===== config.mk =====
export PLATFORM = sky130hd
export DESIGN_NAME = dac_spi_tx_flat
export DESIGN_NICKNAME = d
export VERILOG_FILES = /design/src/rtl/dac_spi_pkg.sv /design/src/rtl/dac_spi_tx_if.sv /design/src/rtl/spi_sclk_gen.sv /design/src/rtl/dac_spi_tx.sv /design/src/flat_wrapper.sv
export SDC_FILE = /design/constraint.sdc
export NUM_CORES = 1
export LEC_CHECK = 0
export CORE_MARGIN = 8
export CORE_UTILIZATION = 62
export CTS_BUF_LIST = sky130_fd_sc_hd__clkbuf_8
export DETAILED_ROUTE_END_ITERATION = 6
export PLACE_DENSITY = 0.89
export SETUP_SLACK_MARGIN = 0.2
export SLEW_MARGIN = 20
export SYNTH_ARGS = -nofsm -noshare
export SYNTH_HDL_FRONTEND = slang
export SYNTH_SLANG_ARGS = --single-unit

===== constraint.sdc =====
create_clock -name clk -period 3.8 [get_ports clk]
set_input_delay 0.76 -clock clk [delete_from_list [all_inputs] [get_ports clk]]
set_output_delay 0.76 -clock clk [all_outputs]
set_load 0.05 [all_outputs]

===== src/rtl/dac_spi_pkg.sv =====
`default_nettype none
// +------------------------------------------------------------------+
// | dac_spi_pkg                                                      |
// | Shared constants and FSM encoding for the DAC SPI transmitter.   |
// | Revision: 1.0                                                    |
// +------------------------------------------------------------------+
package dac_spi_pkg;

    localparam int FRAME_BITS          = 32;
    localparam int FRAMES_HALF_PERIODS = 66;
    localparam int HALF_CNT_W          = 8;
    localparam int BIT_CNT_W           = 6;

    localparam logic [BIT_CNT_W-1:0] LAST_BIT = BIT_CNT_W'(FRAME_BITS - 1);

    typedef enum logic [2:0] {
        IDLE  = 3'd0,
        SETUP = 3'd1,
        SHIFT = 3'd2,
        HOLD  = 3'd3,
        GAP   = 3'd4
    } state_t;

endpackage
`default_nettype wire


===== src/rtl/dac_spi_tx_if.sv =====
`default_nettype none
// +------------------------------------------------------------------+
// | dac_spi_tx_if                                                    |
// | Sample handshake and DAC pin bundle for dac_spi_tx.              |
// | Revision: 1.0                                                    |
// +------------------------------------------------------------------+
interface dac_spi_tx_if;

    logic [31:0] sample_in;
    logic        sample_valid;
    logic        sample_ready;
    logic        sclk;
    logic        mosi;
    logic        cs_n;
    logic        busy;
    logic        done;

    modport slave (
        input  sample_in,
        input  sample_valid,
        output sample_ready,
        output sclk,
        output mosi,
        output cs_n,
        output busy,
        output done
    );

    modport master (
        output sample_in,
        output sample_valid,
        input  sample_ready,
        input  sclk,
        input  mosi,
        input  cs_n,
        input  busy,
        input  done
    );

endinterface
`default_nettype wire


===== src/rtl/spi_sclk_gen.sv =====
`default_nettype none
// +------------------------------------------------------------------+
// | spi_sclk_gen                                                     |
// | Half-period timer emitting SCLK phase strobes while enabled.     |
// | Revision: 1.0                                                    |
// +------------------------------------------------------------------+
module spi_sclk_gen
    import dac_spi_pkg::*;
#(
    parameter int CLK_DIV = 4
) (
    input  logic clk,
    input  logic reset,
    input  logic en,
    output logic rise_stb,
    output logic fall_stb,
    output logic phase_end
);

    localparam logic [HALF_CNT_W-1:0] C_LAST = HALF_CNT_W'(CLK_DIV - 1);

    logic [HALF_CNT_W-1:0] r_cnt;
    logic                  r_phase;

    // Phase 0 is the low half; disabling parks the timer at the start of a low half.
    always_ff @(posedge clk or posedge reset) begin
        if (reset) begin
            r_cnt   <= '0;
            r_phase <= 1'b0;
        end else if (!en) begin
            r_cnt   <= '0;
            r_phase <= 1'b0;
        end else if (r_cnt == C_LAST) begin
            r_cnt   <= '0;
            r_phase <= ~r_phase;
        end else begin
            r_cnt   <= r_cnt + 1'b1;
        end
    end

    assign phase_end = en && (r_cnt == C_LAST);
    assign rise_stb  = phase_end && !r_phase;
    assign fall_stb  = phase_end &&  r_phase;

endmodule
`default_nettype wire


===== src/rtl/dac_spi_tx.sv =====
`default_nettype none
// +------------------------------------------------------------------+
// | dac_spi_tx                                                       |
// | SPI mode-0 MSB-first transmitter, one 32-bit word per CS frame.  |
// | Revision: 1.0                                                    |
// +------------------------------------------------------------------+
module dac_spi_tx
    import dac_spi_pkg::*;
#(
    parameter int CLK_DIV = 4,
    parameter int CS_GAP  = 2
) (
    input  logic         clk,
    input  logic         reset,
    dac_spi_tx_if.slave  bus
);

    localparam logic [HALF_CNT_W-1:0] C_GAP_LAST = HALF_CNT_W'(CS_GAP - 1);

    state_t                 r_state, w_state_nxt;
    logic [FRAME_BITS-1:0]  r_shreg, w_shreg_nxt;
    logic [BIT_CNT_W-1:0]   r_bit_cnt, w_bit_cnt_nxt;
    logic [HALF_CNT_W-1:0]  r_gap_cnt, w_gap_cnt_nxt;
    logic                   r_ready, w_ready_nxt;
    logic                   r_sclk, w_sclk_nxt;
    logic                   r_mosi, w_mosi_nxt;
    logic                   r_cs_n, w_cs_n_nxt;
    logic                   r_busy, w_busy_nxt;
    logic                   r_done, w_done_nxt;

    logic w_accept;
    logic w_gen_en;
    logic w_rise;
    logic w_fall;
    logic w_phase_end;

    assign w_accept = (r_state == IDLE) && r_ready && bus.sample_valid;
    assign w_gen_en = (r_state == SETUP) || (r_state == SHIFT) || (r_state == HOLD);

    spi_sclk_gen #(
        .CLK_DIV   (CLK_DIV)
    ) u_sclk_gen (
        .clk       (clk),
        .reset     (reset),
        .en        (w_gen_en),
        .rise_stb  (w_rise),
        .fall_stb  (w_fall),
        .phase_end (w_phase_end)
    );

    always_ff @(posedge clk or posedge reset) begin
        if (reset) begin
            r_state   <= IDLE;
            r_shreg   <= '0;
            r_bit_cnt <= '0;
            r_gap_cnt <= '0;
            r_ready   <= 1'b0;
            r_sclk    <= 1'b0;
            r_mosi    <= 1'b0;
            r_cs_n    <= 1'b1;
            r_busy    <= 1'b0;
            r_done    <= 1'b0;
        end else begin
            r_state   <= w_state_nxt;
            r_shreg   <= w_shreg_nxt;
            r_bit_cnt <= w_bit_cnt_nxt;
            r_gap_cnt <= w_gap_cnt_nxt;
            r_ready   <= w_ready_nxt;
            r_sclk    <= w_sclk_nxt;
            r_mosi    <= w_mosi_nxt;
            r_cs_n    <= w_cs_n_nxt;
            r_busy    <= w_busy_nxt;
            r_done    <= w_done_nxt;
        end
    end

    // The rise strobe that would start a 33rd period is what ends SHIFT.
    always_comb begin
        w_state_nxt = r_state;
        case (r_state)
            IDLE:    if (w_accept)                            w_state_nxt = SETUP;
            SETUP:   if (w_rise)                              w_state_nxt = SHIFT;
            SHIFT:   if (w_rise && (r_bit_cnt == LAST_BIT))   w_state_nxt = HOLD;
            HOLD:    if (w_phase_end)                         w_state_nxt = GAP;
            GAP:     if (r_gap_cnt == C_GAP_LAST)             w_state_nxt = IDLE;
            default:                                          w_state_nxt = IDLE;
        endcase
    end

    always_comb begin
        w_shreg_nxt   = r_shreg;
        w_bit_cnt_nxt = r_bit_cnt;
        w_gap_cnt_nxt = r_gap_cnt;
        w_ready_nxt   = r_ready;
        w_sclk_nxt    = r_sclk;
        w_mosi_nxt    = r_mosi;
        w_cs_n_nxt    = r_cs_n;
        w_busy_nxt    = r_busy;
        w_done_nxt    = 1'b0;
        case (r_state)
            IDLE: begin
                w_ready_nxt = 1'b1;
                if (w_accept) begin
                    w_shreg_nxt   = bus.sample_in;
                    w_bit_cnt_nxt = '0;
                    w_ready_nxt   = 1'b0;
                    w_busy_nxt    = 1'b1;
                    w_cs_n_nxt    = 1'b0;
                    w_mosi_nxt    = bus.sample_in[FRAME_BITS-1];
                end
            end
            SETUP: begin
                if (w_rise) w_sclk_nxt = 1'b1;
            end
            SHIFT: begin
                // Rotating keeps the register MSB-aligned with mosi after each step.
                if (w_fall) begin
                    w_sclk_nxt = 1'b0;
                    if (r_bit_cnt != LAST_BIT) begin
                        w_shreg_nxt = {r_shreg[FRAME_BITS-2:0], r_shreg[FRAME_BITS-1]};
                        w_mosi_nxt  = r_shreg[FRAME_BITS-2];
                    end
                end
                if (w_rise && (r_bit_cnt != LAST_BIT)) begin
                    w_sclk_nxt    = 1'b1;
                    w_bit_cnt_nxt = r_bit_cnt + 1'b1;
                end
            end
            HOLD: begin
                if (w_phase_end) begin
                    w_cs_n_nxt    = 1'b1;
                    w_done_nxt    = 1'b1;
                    w_mosi_nxt    = 1'b0;
                    w_gap_cnt_nxt = '0;
                end
            end
            GAP: begin
                if (r_gap_cnt == C_GAP_LAST) begin
                    w_ready_nxt = 1'b1;
                    w_busy_nxt  = 1'b0;
                end else begin
                    w_gap_cnt_nxt = r_gap_cnt + 1'b1;
                end
            end
            default: ;
        endcase
    end

    assign bus.sample_ready = r_ready;
    assign bus.sclk         = r_sclk;
    assign bus.mosi         = r_mosi;
    assign bus.cs_n         = r_cs_n;
    assign bus.busy         = r_busy;
    assign bus.done         = r_done;

endmodule
`default_nettype wire


===== src/flat_wrapper.sv =====
// flat-port wrapper written by rule: the top's interface ports become plain ports
module dac_spi_tx_flat import dac_spi_pkg::*;
#(
    parameter int CLK_DIV = 4,
    parameter int CS_GAP  = 2
)
  (clk, reset, bus_sample_in, bus_sample_valid, bus_sample_ready, bus_sclk, bus_mosi, bus_cs_n, bus_busy, bus_done);
  dac_spi_tx_if bus_i ();
  input  logic clk;
  input  logic reset;
  input wire logic [$bits(bus_i.sample_in)-1:0] bus_sample_in;
  input wire logic [$bits(bus_i.sample_valid)-1:0] bus_sample_valid;
  output wire logic [$bits(bus_i.sample_ready)-1:0] bus_sample_ready;
  output wire logic [$bits(bus_i.sclk)-1:0] bus_sclk;
  output wire logic [$bits(bus_i.mosi)-1:0] bus_mosi;
  output wire logic [$bits(bus_i.cs_n)-1:0] bus_cs_n;
  output wire logic [$bits(bus_i.busy)-1:0] bus_busy;
  output wire logic [$bits(bus_i.done)-1:0] bus_done;
  assign bus_i.sample_in = bus_sample_in;
  assign bus_i.sample_valid = bus_sample_valid;
  assign bus_sample_ready = bus_i.sample_ready;
  assign bus_sclk = bus_i.sclk;
  assign bus_mosi = bus_i.mosi;
  assign bus_cs_n = bus_i.cs_n;
  assign bus_busy = bus_i.busy;
  assign bus_done = bus_i.done;
  dac_spi_tx #(.CLK_DIV(CLK_DIV), .CS_GAP(CS_GAP)) u_core (.clk(clk), .reset(reset), .bus(bus_i));
endmodule

==> results.toml <==
[global_routing]
grt_max_degree = 65
track_usage_pct = 19.53
antenna_found_initial = 0
grt_pass1_vias = 2395
grt-ovfl-total = 0
grt_pass1_wl_mm = 11.52

[timing]
setup_ws_ns = 1.195
fin_crit_sh_pct = 68.56
hold_viol = 0
skew_ns = 0.009217
maxSlewViolCount = 0
fmaxAchievable_ghz = 0.3838
slew-limit-headroom_pct = 45.33
worst_pin_slew_ns = 0.8200
rsz0062_at_grt = "no"
finalCriticalPeriod_ns = 2.605
setup-violations-final = 0
timing.setup.tns_ns = 0

[yosys]
ys_top_cells_by_area = "dfrtp_1 49%, mux2_2 22%, xor2_1 3.0%"
syn_inst = 267
synth_edf_count = 0
synth_nets = 306
synth.top_cell.area_share_pct = 49.14
synth_seq_cells = 64
yosysUniqueCellTypes = 47
async_flop_share_pct = 100.0
yosysWarnings = 0
synth.cell_area_sq_mm = 0.003208
synthFlopType = "dfrtp_1"
ys_seq_area_share_pct = 49.96
yosysTopAreaCell = "dfrtp_1"
syn_avg_cell_area_sq_um = 12.02

[power_and_ir_drop]
ir_worst_vdd_uv = 406.9
power_uw = 1443
switching_share_pct = 20.41
power_frac_clock_pct = 49.3
power_density_mw_per_mm2 = 369.3
p_leak_uw = 0.001889
p_comb_share_pct = 3.5
power.switching_uw = 294.5
power_frac_seq_pct = 47.2
internal-power_uw = 1149

[floorplan]
die_w_um = 87.93
fp.coreArea_sq_mm = 0.005042
placementRows = 26
dieArea_sq_mm = 0.007732
die_h_um = 87.93
start_util_pct = 63.62
ios = 41

[cts]
path_clk_slew_ns = 0.07
post_cts_buffers = 0
insertion_delay_ns = 0.35
cts_tree = "done"
ctsResizeCount = 0
numCtsBuffers = 9
ctsHoldBuffers = 0
cts.sinks = 64
cts.path.max_buffers = 2
htreeDepth = 3
cts_root_buf = "clkbuf_8"

[cells_and_area]
layout.nets = 349
postLayoutCellArea_sq_mm = 0.003908
fillers = 320
seqCellArea_sq_mm = 0.001603
final_cells = 385
multi_input_area_sq_mm = 0.001520
diodes = 0
layout-drive-gt1-share_pct = 29.21
synthToLayoutAreaGrowth_pct = 21.80

[route]
ant_nets = 0
wire_per_inst_um = 17.75
wirelength_mm = 6.834
dr.pass1.iters = 4
drt_iter0_drc = 92
routed-via-count = 2240
drc_errors = 0
via_per_inst = 5.818

[setup_path]
critPathLaunchType = "flop"
crit_buf_inv = 1
r2r_end = "u_core.r_shreg[13]$_DFFE_PP0P_"
reg2reg_slack_ns = 1.19
reg2reg_from = "u_core.u_sclk_gen.r_cnt[0]$_DFF_PP0_"
cp-end-kind = "flop"
slowest_stage = "or3b_2"
crit_chain = "ha_1 -> or3b_2 -> nor2_1 -> a41o_1 -> buf_4 -> mux2_2"
slowest_delay_ns = 0.51
cp.required_ns = 4.03
r2r_cells = 6
worstPathMaxFanout = 32
crit_family = "simple AND/OR/NAND/NOR gates"
cp_data_arrival_time_ns = 2.83
path_class = "flop to flop"

[hold_path]
min_to = "u_core.r_shreg[23]$_DFFE_PP0P_"
hold_path_startpoint = "u_core.r_shreg[23]$_DFFE_PP0P_"
hold_path_depth = 1
worstHoldPathType = "flop to flop"

[placed_design]
port_buffers = 40
gp_congestion = 0.8050
placed_cells = 369
hpwl_mm = 4.502
pre_cts_ws_ns = 1.157
dpl_cell_area_sq_mm = 0.003664

[run_status]
status = "complete, no violations"

[flow_run]
maxCapViolations = 0
[per-layer routing]
layer / wire [um] / global-route usage (%) / part of all wire [%] / up-vias
met5: 0 / 0 / 0 / -
met4: 229 / 11.56 / 3.4 / 0
met3: 328 / 4.784 / 4.8 / 20
met2: 3365 / 31.05 / 49 / 60
met1: 2911 / 23.49 / 43 / 1101
li1: - / - / - / 1059
[cells by family (layout without fill, tap and decap cells)]
| logic type | count (synthesis) | count (layout) | share of synthesized area, % |
|---|---|---|---|
| compound gates | 31 | 31 | 6.787 |
| simple gates | 69 | 69 | 11.62 |
| mux | 68 | 68 | 23.67 |
| fa+ha+maj | 4 | 4 | 1.560 |
| flops | 64 | 64 | 49.96 |
| buf+inv | 18 | 66 | 2.847 |
| xor+xnor | 13 | 13 | 3.549 |
[final cells by class]
| type | count | area share, % |
|---|---|---|
| timing repair buffer | 44 | 11.02 |
| multi-input combinational | 185 | 38.90 |
| sequential | 64 | 41.02 |
| clock inverter | 7 | 3.074 |
| tap | 70 | 2.241 |
| inverter | 6 | 0.5764 |
| clock buffer | 9 | 3.170 |
[power by group through the flow]
stage / clock network [uW] / logic [uW] / registers [uW]
global placement: 0 / 50.7 / 694
CTS: 722 / 51.7 / 681
detailed placement: 0 / 51.0 / 694
finish: 712 / 50.4 / 681
floorplan: 0 / 10.7 / 694
global route: 749 / 55.5 / 680
[cells in the mapped netlist (2+ instances only)]
library cell and number:
dfrtp_1 63, mux2_2 63, nor2_1 17, nand2_1 11
nand3_1 11, xor2_1 11, o21ai_0 8, a21oi_1 7
and3_1 6, inv_1 6, mux2i_1 5, clkbuf_1 4
ha_1 4, or3_1 4, buf_2 3, buf_4 3
or4_1 3, a211o_1 2, and2_1 2, nand4_1 2
nor2b_1 2, nor3_1 2, nor4_1 2, o41ai_1 2
xnor2_1 2
[metrics by stage]
stage	utilization, %	hold slack [ns]
after CTS	77.49	0.5111
after global routing	77.49	0.5158
after global placement	72.66	0.4843
after floorplan	-	0.4695
final	77.49	0.5041
after detailed placement	72.66	0.4901
[sequential cells by signal (all words and copies together), names as in the netlist]
| register | count |
|---|---|
| u_core.bus.busy | 1 |
| u_core.bus.cs_n | 1 |
| u_core.bus.done | 1 |
| u_core.bus.mosi | 1 |
| u_core.bus.sample_ready | 1 |
| u_core.bus.sclk | 1 |
| u_core.r_bit_cnt | 6 |
| u_core.r_gap_cnt | 8 |
| u_core.r_shreg | 32 |
| u_core.r_state | 3 |
| u_core.u_sclk_gen.r_cnt | 8 |
| u_core.u_sclk_gen.r_phase | 1 |
[layout by cell type, fill, tap and decap left out, drive strengths merged, types with 4 or more instances in the layout]
| master | instances |
|---|---|
| mux2 | 63 |
| dfrtp | 63 |
| clkdlybuf4s50 | 40 |
| nor2 | 17 |
| nand2 | 11 |
| xor2 | 11 |
| nand3 | 11 |
| clkbuf | 9 |
| o21ai | 8 |
| a21oi | 7 |
| and3 | 6 |
| inv | 6 |
| mux2i | 5 |
| or3 | 4 |
| ha | 4 |
| buf | 4 |
[worst max path at each step]
stage | from | endpoint | slack, ns | cells after the start
2_1_floorplan | reset | u_core.bus.busy$_DFFE_PP0P_ | 1.44 | 1
3_3_place_gp | bus_sample_valid | u_core.r_shreg[10]$_DFFE_PP0P_ | 1.21 | 6
3_5_place_dp | bus_sample_valid | u_core.r_shreg[16]$_DFFE_PP0P_ | 1.16 | 6
4_1_cts | u_core.u_sclk_gen.r_cnt[0]$_DFF_PP0_ | u_core.r_shreg[16]$_DFFE_PP0P_ | 1.21 | 6
5_1_grt | u_core.u_sclk_gen.r_cnt[0]$_DFF_PP0_ | u_core.r_shreg[16]$_DFFE_PP0P_ | 1.06 | 6
6_report | u_core.u_sclk_gen.r_cnt[0]$_DFF_PP0_ | u_core.r_shreg[13]$_DFFE_PP0P_ | 1.19 | 6
Note: power is estimated with default switching activity, not from simulation.
